`src/rtl/lsu_load_fmt.sv`:
```
// ---------------------------------------------------------------------------
// lsu_load_fmt
//   Load-result formatter for the LSU. Each issued load pushes a tag
//   {size, unsigned, off, rd} into an in-order FIFO. Each returning 32-bit
//   lane-aligned read word pops the oldest tag. The word is then sliced
//   (byte/half/word), sign- or zero-extended, and registered onto the
//   writeback port.
//
//   Handshake rule (all channels): a transfer happens on a rising clk edge
//   where valid and ready are both 1. A valid source holds its payload
//   stable until that edge. o_wb_* is registered and stays stable while
//   o_wb_valid=1 and i_wb_ready=0.
//
//   Optional build macro: LSU_LOAD_FMT_MISALIGN_CHK_EN
//     If defined, half loads with off[0]=1 and word loads with off!=0 set
//     o_wb_misalign=1 and force o_wb_dat to 0. The tag is still popped.
//     If undefined, o_wb_misalign is always 0. Half loads use only off[1],
//     and word loads ignore off.
//
// Ports
//   clk, rst_n                  clock, async active-low reset
//   i_req_valid / o_req_ready   load issue; payload i_req_size, i_req_unsigned,
//                               i_req_off, i_req_rd
//   i_rsp_valid / o_rsp_ready   read response; payload i_rsp_dat, i_rsp_err
//   o_wb_valid / i_wb_ready     writeback; payload o_wb_dat, o_wb_rd,
//                               o_wb_err, o_wb_misalign
//   o_idle                      no tags in flight and no pending writeback
// ---------------------------------------------------------------------------
module lsu_load_fmt #(
  parameter int TAG_DEPTH_LOG2 = 1,
  parameter int RD_AW          = 5
) (
  input  logic             clk,
  input  logic             rst_n,
  input  logic             i_req_valid,
  output logic             o_req_ready,
  input  logic [1:0]       i_req_size,
  input  logic             i_req_unsigned,
  input  logic [1:0]       i_req_off,
  input  logic [RD_AW-1:0] i_req_rd,
  input  logic             i_rsp_valid,
  output logic             o_rsp_ready,
  input  logic [31:0]      i_rsp_dat,
  input  logic             i_rsp_err,
  output logic             o_wb_valid,
  input  logic             i_wb_ready,
  output logic [31:0]      o_wb_dat,
  output logic [RD_AW-1:0] o_wb_rd,
  output logic             o_wb_err,
  output logic             o_wb_misalign,
  output logic             o_idle
);

  localparam int DEPTH = 1 << TAG_DEPTH_LOG2;
  localparam int PW    = TAG_DEPTH_LOG2;
  localparam int CW    = TAG_DEPTH_LOG2 + 1;
  localparam logic [CW-1:0] DEPTH_C = CW'(DEPTH);

  typedef struct packed {
    logic [1:0]       size;
    logic             uns;
    logic [1:0]       off;
    logic [RD_AW-1:0] rd;
  } tag_t;

  // Tag FIFO state
  tag_t          mem_q [DEPTH];
  tag_t          mem_d [DEPTH];
  logic [PW-1:0] wr_ptr_q, wr_ptr_d;
  logic [PW-1:0] rd_ptr_q, rd_ptr_d;
  logic [CW-1:0] cnt_q, cnt_d;

  // Writeback registers
  logic             wb_valid_q, wb_valid_d;
  logic [31:0]      wb_dat_q, wb_dat_d;
  logic [RD_AW-1:0] wb_rd_q, wb_rd_d;
  logic             wb_err_q, wb_err_d;
  logic             wb_mis_q, wb_mis_d;

  logic  fifo_full, fifo_empty;
  logic  push, pop;
  tag_t  tag_in, head;
  logic [7:0]  byte_v;
  logic [15:0] half_v;
  logic [31:0] fmt_dat;
  logic        mis;

  // The full flag comes only from registered occupancy. A pop in the same
  // cycle does not make room for a push.
  assign fifo_full   = (cnt_q == DEPTH_C);
  assign fifo_empty  = (cnt_q == '0);
  assign o_req_ready = !fifo_full;
  // Because the empty flag is registered, a tag pushed this cycle cannot
  // service a response until the next cycle.
  assign o_rsp_ready = !fifo_empty && (!wb_valid_q || i_wb_ready);
  assign push        = i_req_valid && o_req_ready;
  assign pop         = i_rsp_valid && o_rsp_ready;

  assign tag_in = '{size: i_req_size, uns: i_req_unsigned, off: i_req_off, rd: i_req_rd};
  assign head   = mem_q[rd_ptr_q];

  // Lane extraction for the tag at the head of the FIFO
  always_comb begin
    byte_v  = 8'(i_rsp_dat >> {head.off, 3'b000});
    half_v  = head.off[1] ? i_rsp_dat[31:16] : i_rsp_dat[15:0];
    fmt_dat = i_rsp_dat;
    case (head.size)
      2'd0:    fmt_dat = {{24{~head.uns & byte_v[7]}}, byte_v};
      2'd1:    fmt_dat = {{16{~head.uns & half_v[15]}}, half_v};
      default: fmt_dat = i_rsp_dat;  // word, and reserved size 3
    endcase
  end

`ifdef LSU_LOAD_FMT_MISALIGN_CHK_EN
  assign mis = ((head.size == 2'd1) && head.off[0]) ||
               ((head.size == 2'd2) && (head.off != 2'd0));
`else
  assign mis = 1'b0;
`endif

  // FIFO next state
  always_comb begin
    mem_d    = mem_q;
    wr_ptr_d = wr_ptr_q;
    rd_ptr_d = rd_ptr_q;
    cnt_d    = cnt_q;
    if (push) begin
      mem_d[wr_ptr_q] = tag_in;
      wr_ptr_d        = wr_ptr_q + 1'b1;  // wraps modulo depth
    end
    if (pop) begin
      rd_ptr_d = rd_ptr_q + 1'b1;
    end
    case ({push, pop})
      2'b10:   cnt_d = cnt_q + 1'b1;
      2'b01:   cnt_d = cnt_q - 1'b1;
      default: cnt_d = cnt_q;
    endcase
  end

  // Writeback next state. A new result loads on pop; otherwise the current
  // result holds until it is accepted.
  always_comb begin
    wb_valid_d = wb_valid_q && !i_wb_ready;
    wb_dat_d   = wb_dat_q;
    wb_rd_d    = wb_rd_q;
    wb_err_d   = wb_err_q;
    wb_mis_d   = wb_mis_q;
    if (pop) begin
      wb_valid_d = 1'b1;
      wb_dat_d   = (i_rsp_err || mis) ? 32'd0 : fmt_dat;
      wb_rd_d    = head.rd;
      wb_err_d   = i_rsp_err;
      wb_mis_d   = mis;
    end
  end

  always_ff @(posedge clk or negedge rst_n) begin
    if (!rst_n) begin
      for (int i = 0; i < DEPTH; i++) mem_q[i] <= '0;
      wr_ptr_q   <= '0;
      rd_ptr_q   <= '0;
      cnt_q      <= '0;
      wb_valid_q <= 1'b0;
      wb_dat_q   <= '0;
      wb_rd_q    <= '0;
      wb_err_q   <= 1'b0;
      wb_mis_q   <= 1'b0;
    end else begin
      for (int i = 0; i < DEPTH; i++) mem_q[i] <= mem_d[i];
      wr_ptr_q   <= wr_ptr_d;
      rd_ptr_q   <= rd_ptr_d;
      cnt_q      <= cnt_d;
      wb_valid_q <= wb_valid_d;
      wb_dat_q   <= wb_dat_d;
      wb_rd_q    <= wb_rd_d;
      wb_err_q   <= wb_err_d;
      wb_mis_q   <= wb_mis_d;
    end
  end

  assign o_wb_valid    = wb_valid_q;
  assign o_wb_dat      = wb_dat_q;
  assign o_wb_rd       = wb_rd_q;
  assign o_wb_err      = wb_err_q;
  assign o_wb_misalign = wb_mis_q;
  assign o_idle        = fifo_empty && !wb_valid_q;

endmodule

```
`config.mk`:
```
export PLATFORM = sky130hd
export DESIGN_NAME = lsu_load_fmt
export DESIGN_NICKNAME = d
export VERILOG_FILES = /design/src/rtl/lsu_load_fmt.sv
export SDC_FILE = /design/constraint.sdc
export NUM_CORES = 1
export LEC_CHECK = 0
export CORE_UTILIZATION = 47
export DETAILED_ROUTE_END_ITERATION = 10
export GPL_TIMING_DRIVEN = 0
export HOLD_SLACK_MARGIN = 0.08
export PLACE_DENSITY = 0.8
export SLEW_MARGIN = 20
export SYNTH_ARGS = -nofsm -noshare
export SYNTH_HDL_FRONTEND = slang
export SYNTH_SLANG_ARGS = --single-unit
```
`constraint.sdc`:
```
create_clock -name clk -period 2.6 [get_ports clk]
set_input_delay 0.39 -clock clk [delete_from_list [all_inputs] [get_ports clk]]
set_output_delay 0.39 -clock clk [all_outputs]
set_load 0.005 [all_outputs]
```
==> flow_summary.toml <==
[setup_path]
crit_required_ns = 2.81
cp_max_fo = 10
cp_common_cell = "buf_6"
cp-end-kind = "register"
cp.arrival_ns = 2.58
critical_path.max_stage_delay_ns = 0.65
path_cells = "buf_6 -> mux2i_1 -> mux4_2 -> a221oi_4 -> buf_6 -> o31ai_1"
crit_buf_inv = 2
cpLargestDelayFamily = "multiplexers"
slowest_stage = "mux4_2"
worst_setup_path_start_kind = "register"
path_class = "reg2reg"

[place]
placed_cell_area_sq_um = 4050
place.port_buffers = 88
dp.final_hpwl_mm = 5.81
place.gp.congestion = 0.802
pre_cts_slack_ns = 0.0938

[routing]
first_iter_violations = 190
drt_first_pass_iters = 4
drtAntennaViolNets = 0
vias = 2718
wl_per_cell_um = 17.3
routed_wl_mm = 8.01
vias_per_cell = 5.86
drc = 0

[sta]
min_period_over_period = 0.909
tightest_slew_ns = 1.01
slew_violations = 0
rsz0062_at_grt = "no"
fin_setup_tns_ns = 0
layout_min_cycle_time_ns = 2.36
timing.fmax_ghz = 0.423
slew-limit-headroom = 0.330
fin_ws_ns = 0.236
setup_viol = 0
clock_skew_ns = 0.0127
whs_ns = 0.479
hold_viol_final = 0

[synth]
ys_seq_area_frac = 0.516
yosysMostFrequentCell = "dfrtp_1"
ys.flop_type = "dfrtp_1"
netlist.area_leader.share = 0.516
avgSynthCellArea_sq_um = 10.9
synthCells = 281
synth_commonest_cells = "dfrtp_1 (63), nand2_1 (39), mux2_2 (32)"
synth_edf_count = 0
synth.distinct_cells = 37
netlist_area_sq_um = 3060
yosys_warnings = 0
async_flop_share = 1.00
synth_nets = 330
netlist_top_cells_area = "dfrtp_1 (52%), mux2_2 (12%), o31ai_1 (5.9%)"
ys_seq_elements = 63
yosys.area.top_type = "dfrtp_1"

[layout]
final_area_sq_um = 4250
diodes = 0
fin_nets = 431
area_delta_synth_final_pct = 39.1
drive_gt1_frac = 0.142

[floorplanning]
dieWidth_um = 82.7
io_pins = 91
die_area_sq_um = 6830
num_rows = 29
initial_core_util = 0.484
fp.dieH_um = 82.7
coreArea_sq_um = 6310

[clocking]
cts_setup_buffers = 0
clkLatencyLatePin_ns = 0.35
cts_root_buf = "clkbuf_8"
clk_pin_slew_ns = 0.07
cts_tree = "yes"
cts_max_path_buffers = 2
cts-buffers-inserted = 9
clock-sinks = 63
h-tree-depth = 3

[worst_hold_path]
hold_path_class = "reg2reg"

[global_routing]
grt_antenna_before_repair = 0
gr-total-overflow = 0
grt_use_total = 0.250
grt_pass1_wl_mm = 12.4
grt_max_degree = 33
grt_pass1_vias = 2526

[power_and_ir_drop]
ir_worst_vdd_uv = 625
p_total_mw = 5.23
power_per_cell_area_nw_per_um2 = 1230
p_leak_nw = 1.77

[job]
cap_violations = 0

[outcome]
status = "finished clean"
report_power, final:
group,internal [mW],switching [mW],total (mW)
Combinational,1.34,1.36,2.71
Clock,0.469,0.374,0.843
Sequential,1.40,0.278,1.68
worst paths after layout:
check                      cells after the start           end  slack (ns)    startpoint
setup reg to reg                               6  o_wb_dat[27]        0.24      rd_ptr_q
setup / recovery                               6  o_wb_dat[27]        0.24      rd_ptr_q
hold reg to reg                                2  o_wb_dat[24]        0.48  o_wb_dat[24]
hold / removal                                 2  o_wb_dat[24]        0.48  o_wb_dat[24]
min in group asynchronous                      2  o_wb_dat[25]        0.52         rst_n
max in group asynchronous                      3     mem_q[18]        1.55         rst_n
flip-flops by register name, indices dropped and copies added (netlist names):
name	count
o_wb_dat	32
mem_q	20
o_wb_rd	5
cnt_q	2
o_wb_err	1
o_wb_valid	1
rd_ptr_q	1
wr_ptr_q	1
layer usage:
layer  up-vias  part of all wire  global-route usage
met1      1330              0.42               0.305
met3        27             0.078              0.0681
li1       1237                 -                   -
met2       124              0.47               0.402
met4         0             0.036               0.133
met5         -                 0                   0
worst reg2reg max path, delay by kind of cell (launching register included):
kind / cells / cell delay (ns)
flops: 1 / 0.34
compound gates: 2 / 0.61
buf+inv: 2 / 0.36
mux: 2 / 0.92
cell type report:
type / count / area (sq um)
Multi-Input combinational cell: 198 / 1390
Sequential cell: 63 / 1580
Fill cell: 508 / 2060
Clock inverter: 3 / 42.5
Clock buffer: 13 / 149
Buffer: 19 / 92.6
Timing Repair Buffer: 90 / 908
Tap cell: 77 / 96.3
Inverter: 1 / 3.75
cells by family after synthesis:
logic type | after synthesis | share of synthesized area
DFF | 63 | 0.516
buffers and inverters | 20 | 0.0315
and+or+nand+nor | 76 | 0.107
muxes | 42 | 0.155
xor gates and xnor gates | 5 | 0.0143
AOI/OAI and AO/OA | 73 | 0.171
adders and majority gates | 1 | 0.00409
other | 1 | 0.00123
what timing repair did:
action | CTS | global route
gates resized for setup | 0 | 0
hold buffers | 1 | 0
hold endpoints to repair | 31 | 0
cell usage in the layout (no fill, tap or decap), types with 2 or more instances in the layout:
cell | Yosys | layout
clkdlybuf4s50_1 | 0 | 87
dfrtp_1 | 63 | 63
nand2_1 | 39 | 39
mux2_2 | 32 | 32
o31ai_1 | 24 | 24
nor2_1 | 21 | 21
clkbuf_1 | 13 | 16
a21oi_1 | 16 | 16
clkbuf_8 | 0 | 10
mux2i_1 | 9 | 9
o41ai_1 | 8 | 8
a221oi_1 | 8 | 8
o22ai_1 | 7 | 7
o21ai_0 | 5 | 5
nand2b_1 | 4 | 4
xnor2_1 | 4 | 4
nand3_1 | 2 | 2
buf_6 | 2 | 2
nor3_1 | 2 | 2
a21o_1 | 2 | 2
buf_2 | 2 | 2
buf_4 | 1 | 2
metrics by stage:
stage	std cells	util
3_3_place_gp	446	0.639
2_1_floorplan	281	-
3_5_place_dp	447	0.642
5_1_grt	464	0.674
6_report	464	0.674
4_1_cts	464	0.674
Power figures use the tool's default switching activity.
